===== src/rtl/clk_gate_pkg.sv =====
// Shared definitions for the peripheral clock-request controller.
//   chan_state_e     : per-channel request FSM state
//   MIN_*            : lowest legal parameter values, checked at elaboration
//   cnt_width()      : width of the shared wake/idle down-counter
package clk_gate_pkg;

    typedef enum logic [1:0] {
        CH_OFF  = 2'd0,
        CH_WAKE = 2'd1,
        CH_ON   = 2'd2,
        CH_IDLE = 2'd3
    } chan_state_e;

    localparam int MIN_N           = 1;
    localparam int MIN_WAKE_LAT    = 1;
    localparam int MIN_IDLE_CYCLES = 1;

    // One counter serves both WAKE and IDLE, so size it for the larger load.
    function automatic int cnt_width(input int wake_lat, input int idle_cycles);
        int m;
        m = (wake_lat > idle_cycles) ? wake_lat : idle_cycles;
        return $clog2(m + 1);
    endfunction

endpackage


===== src/rtl/clk_req_chan.sv =====
// Single-channel clock request FSM (OFF -> WAKE -> ON <-> IDLE -> OFF).
//   clk_i   : source clock
//   rst_ni  : async active-low reset
//   en_i    : software enable, forces OFF when low (beats wake_i)
//   wake_i  : peripheral activity level
//   req_o   : FSM wants the clock (WAKE/ON/IDLE), straight from the state flop
//   ack_o   : clock guaranteed running (ON/IDLE), straight from the state flop
module clk_req_chan
    import clk_gate_pkg::*;
#(
    parameter int WAKE_LAT    = 2,
    parameter int IDLE_CYCLES = 8
) (
    input  logic clk_i,
    input  logic rst_ni,
    input  logic en_i,
    input  logic wake_i,
    output logic req_o,
    output logic ack_o
);

    localparam int CW = cnt_width(WAKE_LAT, IDLE_CYCLES);

    chan_state_e   state_q, state_d;
    logic [CW-1:0] cnt_q, cnt_d;

    always_ff @(posedge clk_i or negedge rst_ni) begin
        if (!rst_ni) begin
            state_q <= CH_OFF;
            cnt_q   <= '0;
        end else begin
            state_q <= state_d;
            cnt_q   <= cnt_d;
        end
    end

    // Loading N-1 and leaving on zero makes the state last exactly N edges.
    always_comb begin
        state_d = state_q;
        cnt_d   = cnt_q;
        if (!en_i) begin
            state_d = CH_OFF;
            cnt_d   = '0;
        end else begin
            case (state_q)
                CH_OFF: begin
                    if (wake_i) begin
                        state_d = CH_WAKE;
                        cnt_d   = CW'(WAKE_LAT - 1);
                    end
                end
                CH_WAKE: begin
                    // wake_i is deliberately ignored until the clock is up.
                    if (cnt_q == '0) begin
                        state_d = CH_ON;
                        cnt_d   = '0;
                    end else begin
                        cnt_d = cnt_q - CW'(1);
                    end
                end
                CH_ON: begin
                    if (!wake_i) begin
                        state_d = CH_IDLE;
                        cnt_d   = CW'(IDLE_CYCLES - 1);
                    end
                end
                CH_IDLE: begin
                    if (wake_i) begin
                        state_d = CH_ON;
                        cnt_d   = '0;
                    end else if (cnt_q == '0) begin
                        state_d = CH_OFF;
                        cnt_d   = '0;
                    end else begin
                        cnt_d = cnt_q - CW'(1);
                    end
                end
                default: begin
                    state_d = CH_OFF;
                    cnt_d   = '0;
                end
            endcase
        end
    end

    // ack is a subset of req, so ack can never outlive req.
    assign req_o = (state_q != CH_OFF);
    assign ack_o = (state_q == CH_ON) || (state_q == CH_IDLE);

endmodule


===== src/rtl/clk_req_ctrl.sv =====
// Peripheral clock request controller: N independent request FSMs plus a
// registered force override and a live count of requesting channels.
//   clk_in     : free-running source clock
//   rst_n      : async active-low reset
//   wake_req   : per-peripheral activity [N]
//   en         : per-channel software enable [N]
//   force_on   : request every clock (test/bring-up)
//   clk_req    : request to downstream gater [N]
//   clk_ack    : clock guaranteed running [N]
//   active_cnt : number of channels whose FSM requests clock (force excluded)
module clk_req_ctrl
    import clk_gate_pkg::*;
#(
    parameter int N           = 4,
    parameter int WAKE_LAT    = 2,
    parameter int IDLE_CYCLES = 8
) (
    input  logic                   clk_in,
    input  logic                   rst_n,
    input  logic [N-1:0]           wake_req,
    input  logic [N-1:0]           en,
    input  logic                   force_on,
    output logic [N-1:0]           clk_req,
    output logic [N-1:0]           clk_ack,
    output logic [$clog2(N+1)-1:0] active_cnt
);

    localparam int ACW = $clog2(N + 1);

    if (N < MIN_N || WAKE_LAT < MIN_WAKE_LAT || IDLE_CYCLES < MIN_IDLE_CYCLES) begin : g_bad_param
        $error("clk_req_ctrl: N, WAKE_LAT and IDLE_CYCLES must all be >= 1");
    end

    logic [N-1:0]   chan_req;
    logic [N-1:0]   chan_ack;
    logic           force_q;
    logic [ACW-1:0] cnt_sum;

    always_ff @(posedge clk_in or negedge rst_n) begin
        if (!rst_n) begin
            force_q <= 1'b0;
        end else begin
            force_q <= force_on;
        end
    end

    for (genvar i = 0; i < N; i++) begin : g_chan
        clk_req_chan #(
            .WAKE_LAT   (WAKE_LAT),
            .IDLE_CYCLES(IDLE_CYCLES)
        ) u_chan (
            .clk_i (clk_in),
            .rst_ni(rst_n),
            .en_i  (en[i]),
            .wake_i(wake_req[i]),
            .req_o (chan_req[i]),
            .ack_o (chan_ack[i])
        );
    end

    // ACW is sized for N, so the sum cannot overflow.
    always_comb begin
        cnt_sum = '0;
        for (int i = 0; i < N; i++) begin
            cnt_sum = cnt_sum + ACW'(chan_req[i]);
        end
    end

    // Force only widens the request; acks still follow the real FSM handshake.
    assign clk_req    = chan_req | {N{force_q}};
    assign clk_ack    = chan_ack;
    assign active_cnt = cnt_sum;

endmodule


===== config.mk =====
export PLATFORM = sky130hd
export DESIGN_NAME = clk_req_ctrl
export DESIGN_NICKNAME = d
export VERILOG_FILES = /design/src/rtl/clk_gate_pkg.sv /design/src/rtl/clk_req_chan.sv /design/src/rtl/clk_req_ctrl.sv
export SDC_FILE = /design/constraint.sdc
export NUM_CORES = 1
export LEC_CHECK = 0
export ABC_AREA = 1
export BUFFER_PORTS_ARGS = -buffer_cell sky130_fd_sc_hd__buf_2
export CORE_MARGIN = 8
export CORE_UTILIZATION = 35
export CTS_CLUSTER_DIAMETER = 100
export DETAILED_ROUTE_END_ITERATION = 12
export PLACE_DENSITY = 0.63
export SLEW_MARGIN = 20
export SYNTH_ARGS = -nofsm -noshare
export SYNTH_HDL_FRONTEND = slang
export SYNTH_HIERARCHICAL = 1
export SYNTH_SLANG_ARGS = --single-unit
export TNS_END_PERCENT = 30

===== constraint.sdc =====
create_clock -name clk_in -period 1.99 [get_ports clk_in]
set_input_delay 0.0995 -clock clk_in [delete_from_list [all_inputs] [get_ports clk_in]]
set_output_delay 0.0995 -clock clk_in [all_outputs]
set_load 0.03 [all_outputs]

# Yosys cells after proc, flatten, opt, wreduce, memory -nomap -nowiden
# Cells that the tools add are included.
[totals]
register_bits = 25
in_bits = 11
word_cells = 121
[op_classes]
add_sub_neg = 7
n_bitwise = 1
n_mux = 52
reduce_logical = 24
n_eq_ne = 28
[op_table]
columns = ["operator", "n"]
rows = [
  ["4-bit 2-to-1 mux", 20],
  ["4-bit one-hot mux with 4 select lines", 4],
  ["2-bit 2-to-1 mux", 24],
  ["2-bit one-hot mux with 4 select lines", 4],
  ["3-bit inequality test, second input constant", 8],
  ["2-bit equality test, second input constant", 8],
  ["4-bit logical NOT", 4],
  ["4-bit by 3-bit inequality test with 1-bit output, second input constant", 4],
  ["4-bit AND reduction", 4],
  ["4-bit by 1-bit subtractor with 4-bit output, second input constant", 4],
  ["3-bit by 2-bit inequality test with 1-bit output, second input constant", 4],
  ["2-bit by 1-bit equality test with 1-bit output, second input constant", 4],
  ["2-bit logical NOT", 4],
  ["2-bit AND reduction", 4],
  ["2-bit nonzero test", 4],
  ["1-bit logical OR", 4],
  ["4-bit OR", 1],
  ["2-bit by 1-bit adder with 3-bit output", 1],
  ["3-bit by 1-bit adder with 3-bit output", 1],
  ["1-bit by 1-bit adder with 2-bit output", 1],
]

# Logic depth before layout (Yosys ltp)
# Gate-level depths: netlist (run 1).
[logic_depth]
ltp_word = 5
mapped_depth = 7
mapped_depth_nobuf = 7

# By module
# Netlist (run 1), hierarchy kept.
[modules_own_cells]
columns = ["module", "area_each_um2", "seq_area_each_um2", "cells_each", "instances"]
rows = [
  ["clk_req_chan", 422.9, 150.1, 64, 4],
  ["clk_req_ctrl", 111.4, 25.0, 15, 1],
]

# Worst setup path after synthesis (run 1)
# Ideal clock, no wire load.
[synth_timing]
path_type = "register to output"
startpoint = "register g_chan[0].u_chan.state_q[1]"
endpoint = "output active_cnt[1]"
stages_incl_launch_ff = 8
t_required_ns = 1.891
slack_ns = 0.155
n_path_buf = 0
arrival_ns = 1.735
cell_sequence = "dfrtp_1 -> inv_1 -> nand2_1 -> inv_1 -> fa_1 -> inv_1 -> ha_1 -> ha_1"
[synth_between]
elab_chain_len = 4
[synth_rtl]
columns = ["item", "line", "source"]
rows = [
  ["start, declared", "clk_req_chan.sv:24", "chan_state_e state_q, state_d;"],
  ["start signal, assigned", "clk_req_chan.sv:32", "state_q <= state_d;"],
  ["2-bit nonzero test", "clk_req_chan.sv:87", "assign req_o = (state_q != CH_OFF);"],
  ["named net chan_req[0]", "clk_req_ctrl.sv:34", "logic [N-1:0] chan_req;"],
  ["1-bit by 1-bit adder with 2-bit output", "clk_req_ctrl.sv:65", "cnt_sum = cnt_sum + ACW'(chan_req[i]);"],
  ["2-bit by 1-bit adder with 3-bit output", "clk_req_ctrl.sv:65", ""],
  ["3-bit by 1-bit adder with 3-bit output", "clk_req_ctrl.sv:65", ""],
  ["end, declared", "clk_req_ctrl.sv:25", "output logic [$clog2(N+1)-1:0] active_cnt"],
]
# The timed path passes the listed nets, and every way through them passes these cells.

# Worst setup path after layout (run 1)
[layout_timing]
startpoint = "register g_chan[3].u_chan.state_q[1]"
endpoint = "output active_cnt[1]"
[layout_between]
elab_chain_len = 2
[layout_rtl]
columns = ["item", "line"]
rows = [
  ["start, declared", "clk_req_chan.sv:24"],
  ["start signal, assigned", "clk_req_chan.sv:32"],
  ["2-bit nonzero test", "clk_req_chan.sv:87"],
  ["named net chan_req[3]", "clk_req_ctrl.sv:34"],
  ["3-bit by 1-bit adder with 3-bit output", "clk_req_ctrl.sv:65"],
]
# The timed path passes the listed nets, and every way through them passes these cells.

==> results of run 1 <==
[critical path, cell delays in order, from the launching register on]
cell     delay, ns
dfrtp_1       0.37
inv_2         0.05
nand2_2       0.06
inv_2         0.04
fa_1          0.55
inv_2         0.05
ha_4          0.15
ha_4          0.25
buf_6         0.12
[per-layer routing]
metal / GRT usage [%] / up-vias / wire length [µm]
met5: 0 / - / 0
met1: 13.6 / 789 / 1880
li1: - / 904 / -
met2: 19.7 / 36 / 1920
met4: 3.75 / 0 / 94
met3: 2.35 / 12 / 208
[cell type report]
type                       instances  area, µm²
clock buffer                       3       41.3
clock inverter                     1       5.00
fill                             517       2790
inverter                          67        251
multi-input combinational        175        948
sequential                        25        626
tap                               70       87.6
timing repair buffer              44        289
[placed cells by master (no fill, tap or decap), drive strengths merged, types with 8 or more instances in the layout]
master,count
a21oi,12
nand4,8
nand3,32
ha,10
nand2,96
inv,67
nor2,8
dfrtp,25
buf,42
[what timing repair did]
| item | 4_1_cts | 5_1_grt |
|---|---|---|
| buffers inserted | 15 | 3 |
| endpoints found under the setup margin | 2 | 7 |
| pin swaps | 3 | 2 |
| resized for setup | 11 | 7 |
| hold endpoints to repair | 26 | 0 |
| hold buffers | 2 | 0 |
[power breakdown]
group / total, W / internal, W / switching, W / leakage (nW)
registers: 0.000743 / 0.000638 / 0.000105 / 0.333
clock network: 0.000298 / 0.000140 / 0.000158 / 0.0255
logic: 0.00189 / 0.000740 / 0.00115 / 0.991
total: 0.00293 / 0.00152 / 0.00141 / 1.35
[Yosys cell counts]
master    instances  area (µm²)
nand2_2          16         100
ha_1             10         125
inv_1            66         248
fa_1              1        20.0
nor2_2            4        25.0
inv_2             1        3.75
dfrtp_1          25         626
a21oi_1          12        60.1
nor2_1            4        15.0
clkbuf_1          4        15.0
nand4_1           8        50.1
nand2_1          80         300
nand3_1          32         160
o21ai_0           4        20.0
xor2_1            4        35.0
[registers in the layout (all words and copies together) (netlist names)]
| name | count |
|---|---|
| force_q | 1 |
| g_chan.u_chan/state_q | 8 |
| g_chan.u_chan/cnt_q | 16 |
[per-stage QoR]
step	instances	total power (W)	area [µm²]	util [%]	setup slack [ns]
5_1_grt	385	0.00322	2250	44.6	-0.0997
4_1_cts	383	0.00287	2210	43.9	-0.0350
2_1_floorplan	271	0.00194	1800	-	0.155
6_report	385	0.00293	2250	44.6	-0.0179
3_5_place_dp	362	0.00229	2010	39.9	0.134
3_3_place_gp	362	0.00227	2010	39.9	0.164
[path summary, 6_finish.rpt]
| check | end | start | slack [ns] | cells past startpoint |
|---|---|---|---|---|
| min in group asynchronous | g_chan[3].u_chan/state_q[1] | rst_n | 0.35 | 2 |
| max in group asynchronous | g_chan[2].u_chan/cnt_q[2] | rst_n | 1.25 | 2 |
| worst max-delay path | active_cnt[1] | g_chan[3].u_chan/state_q[1] | -0.02 | 8 |
| worst max register to register | g_chan[3].u_chan/cnt_q[1] | g_chan[3].u_chan/state_q[0] | 0.15 | 12 |
| worst min register to register | g_chan[2].u_chan/cnt_q[3] | g_chan[2].u_chan/cnt_q[3] | 0.53 | 2 |
| worst min-delay path | g_chan[2].u_chan/state_q[1] | en[2] | 0.18 | 5 |
[logic make-up after synthesis]
| kind of cell | count (synthesis) | synth area share, % |
|---|---|---|
| XOR/XNOR | 4 | 1.94 |
| adder cells (fa/ha/maj) | 11 | 8.05 |
| AO/OA/AOI/OAI | 16 | 4.44 |
| buffers and inverters | 71 | 14.8 |
| flip-flops | 25 | 34.7 |
| AND/OR/NAND/NOR | 144 | 36.1 |
==> results.sh, run 1 <==
export IMPL_final_nets=338
export IMPL_required_ns=1.89
export IMPL_seq_area_frac_synth_pct=34.7
export IMPL_drv_cap=0
export IMPL_dieArea_um2=7700
export IMPL_cts_buffers_inserted=3
export IMPL_area_growth_pct=24.7
export IMPL_vdd_drop_max_uv=686
export IMPL_die_width_um=87.8
export IMPL_grt_pass1_wl_mm=7.14
export IMPL_fin_ws_ns=-0.0179
export IMPL_syn_nets=293
export IMPL_clock_sinks=25
export IMPL_power_per_cell_area_nw_per_um2=1300
export IMPL_hold_viol=0
export IMPL_grt_start_max_net_pins=26
export IMPL_critical_path_max_fanout=2
export IMPL_port_buffers=21
export IMPL_initial_utilization_pct=35.8
export IMPL_end_kind="output pin"
export IMPL_synth_area_um2=1800
export IMPL_fmax_mhz=498
export IMPL_rsz0062_at_grt="true"
export IMPL_fin_skew_ns=0.0125
export IMPL_status="complete, but fails checks"
export IMPL_grt_usage_pct=11.4
export IMPL_clock_latency_ns=0.27
export IMPL_hold_class="in2reg"
export IMPL_arrival_ns=1.91
export IMPL_cts_tree="yes"
export IMPL_gp_congestion=0.835
export IMPL_synth_avg_cell_area_um2=6.65
export IMPL_start_kind="flop"
export IMPL_holdWs_ns=0.179
export IMPL_dr_pass1_iters=4
export IMPL_wl_per_cell_um=10.7
export IMPL_cts_root_buf="clkbuf_8"
export IMPL_post_route_drc_count=0
export IMPL_core_area_um2=5040
export IMPL_violations="negative setup slack"
export IMPL_netlist_instances=271
export IMPL_maxSlewHeadroom_pct=61.8
export IMPL_vias_per_cell=4.52
export IMPL_dr_total_vias=1741
export IMPL_setup_viol=1
export IMPL_worst_pin_slew_ns=0.573
export IMPL_grt_pass1_vias=1704
export IMPL_finalSetupTns_ns=-0.0179
export IMPL_ys_ff_latch=25
export IMPL_hpwlAfterDp_mm=3.08
export IMPL_fin_crit_sh_pct=101
export IMPL_dieHeight_um=87.8
export IMPL_routed_wl_mm=4.10
export IMPL_crit_type="reg2out"
export IMPL_maxSlewViolCount=0
export IMPL_clkTransAtPathRegs_ns=0.09
export IMPL_final_antenna_net_count=0
export IMPL_htree_levels=1
export IMPL_drive_above_1_share_pct=25.7
export IMPL_min_period_ns=2.01
export IMPL_num_rows=26
export IMPL_antenna_found_initial=0
export IMPL_grt_overflow=0
export IMPL_p_leak_nw=1.35
export IMPL_synth_cell_types=15
export IMPL_ios=22
export IMPL_clockBufferDepth=2
export IMPL_ys_warn_count=6
export IMPL_drt_iter0_markers=64
export IMPL_diodes=0
No activity file was read; power rests on OpenSTA's default activity.
==> run 2, diff against run 1 <==
--- a/config.mk
+++ b/config.mk
@@ -5,13 +5,12 @@
 export SDC_FILE = /design/constraint.sdc
 export NUM_CORES = 1
 export LEC_CHECK = 0
-export ABC_AREA = 1
 export BUFFER_PORTS_ARGS = -buffer_cell sky130_fd_sc_hd__buf_2
 export CORE_MARGIN = 8
 export CORE_UTILIZATION = 35
 export CTS_CLUSTER_DIAMETER = 100
 export DETAILED_ROUTE_END_ITERATION = 12
-export PLACE_DENSITY = 0.63
+export PLACE_DENSITY = 0.65
 export SLEW_MARGIN = 20
 export SYNTH_ARGS = -nofsm -noshare
 export SYNTH_HDL_FRONTEND = slang
==> constraint.sdc (replaced) <==
create_clock -name clk_in -period 1.83 [get_ports clk_in]
set_input_delay 0.0915 -clock clk_in [delete_from_list [all_inputs] [get_ports clk_in]]
set_output_delay 0.0915 -clock clk_in [all_outputs]
set_load 0.03 [all_outputs]
==> results.sh, run 2 <==
export IMPL_drt_iter0_markers=50
export IMPL_p_leak_nw=0.911
export IMPL_routed_wl_mm=3.27
export IMPL_async_reset_ff_share_pct=100
export IMPL_holdWs_ns=0.0364
export IMPL_synth_largest_area_cell="dfrtp_1"
export IMPL_initial_utilization_pct=36.2
export IMPL_top_regs="g_chan.u_chan/cnt_q: 16 flops, g_chan.u_chan/state_q: 8 flops, force_q: 1 flops"
export IMPL_vdd_drop_max_uv=996
export IMPL_grt_pass1_vias=1285
export IMPL_status="complete, but fails checks"
export IMPL_crit_type="reg2out"
export IMPL_final_nets=231
export IMPL_register_area_um2=626
export IMPL_ys_warn_count=6
export IMPL_hold_class="in2reg"
export IMPL_end_kind="output pin"
export IMPL_p_seq_share_pct=30.6
export IMPL_p_int_w=0.00145
export IMPL_hold_end="g_chan[0].u_chan/cnt_q[2]"
export IMPL_final_common_cell="dfrtp_1"
export IMPL_regMostFlops="g_chan.u_chan/cnt_q"
export IMPL_dp_slack_ns=0.000729
export IMPL_drv_cap=0
export IMPL_htree_levels=1
export IMPL_drive_above_1_share_pct=26.9
export IMPL_synth_top_cell_area_share_pct=40.0
export IMPL_setup_viol=3
export IMPL_finalSetupTns_ns=-0.368
export IMPL_grt_start_max_net_pins=26
export IMPL_wl_per_cell_um=12.6
export IMPL_core_area_um2=4320
export IMPL_r2r_end="g_chan[3].u_chan/cnt_q[1]"
export IMPL_cts_tree="yes"
export IMPL_fin_skew_ns=0.00314
export IMPL_area_growth_pct=23.2
export IMPL_maxSlewHeadroom_pct=62.8
export IMPL_start_kind="flop"
export IMPL_syn_nets=195
export IMPL_rr_worst_depth=5
export IMPL_r2r_slack_ns=0.33
export IMPL_worst_pin_slew_ns=0.558
export IMPL_clkTransAtPathRegs_ns=0.10
export IMPL_num_rows=24
export IMPL_ios=22
export IMPL_port_buffers=21
export IMPL_final_antenna_net_count=0
export IMPL_multi_input_area_um2=846
export IMPL_min_period_ns=2.03
export IMPL_cts_buffers_inserted=3
export IMPL_clock_sinks=25
export IMPL_power_per_cell_area_nw_per_um2=1300
export IMPL_antenna_found_initial=0
export IMPL_cts_root_buf="clkbuf_8"
export IMPL_clockBufferDepth=2
export IMPL_largest_reg_flops=16
export IMPL_final_cell_mix="25 x dfrtp_1, 22 x inv_1, 18 x buf_2"
export IMPL_fmax_mhz=493
export IMPL_synth_ff_type="dfrtp_1"
export IMPL_dr_total_vias=1276
export IMPL_hpwlAfterDp_mm=2.50
export IMPL_critical_path_max_fanout=2
export IMPL_timing_rr_start="g_chan[3].u_chan/cnt_q[0]"
export IMPL_synth_most_common_cell="inv_1"
export IMPL_maxSlewViolCount=0
export IMPL_arrival_ns=1.94
export IMPL_min_path_cells=2
export IMPL_post_route_drc_count=0
export IMPL_die_width_um=82.9
export IMPL_power_switching_w=0.00106
export IMPL_combPwrFrac_pct=55.5
export IMPL_ys_ff_latch=25
export IMPL_dieHeight_um=82.9
export IMPL_final_util_pct=44.6
export IMPL_fin_crit_sh_pct=111
export IMPL_min_from="en[0]"
export IMPL_gp_congestion=0.805
export IMPL_violations="negative setup slack"
export IMPL_grt_pass1_wl_mm=5.93
export IMPL_p_sw_share_pct=42.1
export IMPL_diodes=0
export IMPL_grt_overflow=0
export IMPL_grt_usage_pct=10.1
export IMPL_clock_latency_ns=0.28
export IMPL_power_w=0.00251
export IMPL_rsz0062_at_grt="true"
export IMPL_vias_per_cell=4.91
export IMPL_seq_area_frac_synth_pct=40.0
export IMPL_required_ns=1.74
export IMPL_synth_edf_count=0
export IMPL_synth_cell_types=23
export IMPL_hold_viol=0
export IMPL_nFillCells=451
export IMPL_synth_avg_cell_area_um2=9.05
export IMPL_fin_ws_ns=-0.200
export IMPL_pwr_share_clk_pct=13.9
export IMPL_dieArea_um2=6870
export IMPL_synthTopCellsByArea="dfrtp_1 40%, ha_1 8.0%, inv_1 7.0%"
export IMPL_netlist_instances=173
export IMPL_synth_common_cells="29 x inv_1, 25 x dfrtp_1, 12 x nand2_1, 12 x nor2_1, 10 x ha_1"
export IMPL_dr_pass1_iters=3
export IMPL_synth_area_um2=1570
-- run 2: cell count changes after synthesis, sizes merged, moves of 8 or more --
cell / change
inv: -38
nand2: -84
and2: +8
o22ai: +8
maj3: +8
nor2: +8
nand4: -8
nand3: -28
-- run 2: power groups by stage --
stage                     Sequential [W]  Combinational, W  Clock, W
after floorplan                 0.000767          0.000878         0
after global placement          0.000770           0.00118         0
after detailed placement        0.000771           0.00120         0
after CTS                       0.000765           0.00140  0.000364
after global routing            0.000787           0.00155  0.000383
final                           0.000767           0.00139  0.000349
-- run 2: logic make-up (layout without fill, tap and decap cells) --
kind of cell,count (synthesis),count (layout),share of synthesized area (%)
and+or+nand+nor,52,52,16.6
buffers and inverters,33,68,7.91
xor gates and xnor gates,8,8,4.48
DFF,25,25,40.0
AOI/OAI and AO/OA,36,36,16.6
adders and majority gates,19,19,14.4
-- run 2: layout make-up --
class / count / share of cell area, %
repair buffers: 35 / 12.1
clock inverters: 1 / 0.389
inverters: 29 / 5.65
multi-input cells: 115 / 43.9
well taps: 52 / 3.37
flip-flops and latches: 25 / 32.4
clock buffers: 3 / 2.14
-- run 2: per-stage QoR --
step,cell area (µm²),std cells
2_1_floorplan,1570,173
3_3_place_gp,1800,253
3_5_place_dp,1800,253
4_1_cts,1930,260
5_1_grt,1930,260
6_report,1930,260
-- run 2: critical path, cell delays in order (launching register included) --
cell     delay [ns]
dfrtp_1        0.37
inv_2          0.05
nand2_2        0.07
inv_2          0.04
fa_1           0.56
inv_2          0.05
ha_4           0.15
ha_4           0.25
buf_6          0.12
-- run 2: what timing repair did --
item / 4_1_cts / 5_1_grt
resized for setup: 14 / 4
buffers inserted: 1 / 0
endpoints found under the setup margin: 3 / 3
hold buffers: 2 / 0
endpoints found under the hold margin: 26 / 0
pin swaps: 3 / 1
-- run 2: how the worst max path moves through the flow --
stage	slack, ns	start	endpoint	cells after the start
final	-0.20	g_chan[1].u_chan/state_q[0]	active_cnt[1]	8
after global routing	-0.28	g_chan[1].u_chan/state_q[1]	active_cnt[1]	8
after CTS	-0.22	g_chan[3].u_chan/state_q[1]	active_cnt[1]	8
after detailed placement	0.0007	g_chan[0].u_chan/state_q[0]	active_cnt[1]	8
after global placement	0.05	g_chan[0].u_chan/state_q[0]	active_cnt[1]	8
after floorplan	0.01	g_chan[0].u_chan/state_q[0]	active_cnt[1]	7
-- run 2: metal layers --
layer / share of wire (%) / vias up / global-route usage (%)
met4: 2.0 / 0 / 4.79
met2: 44 / 18 / 15.8
met3: 3.3 / 5 / 2.05
met1: 51 / 592 / 12.9
met5: 0 / - / 0
li1: - / 661 / -
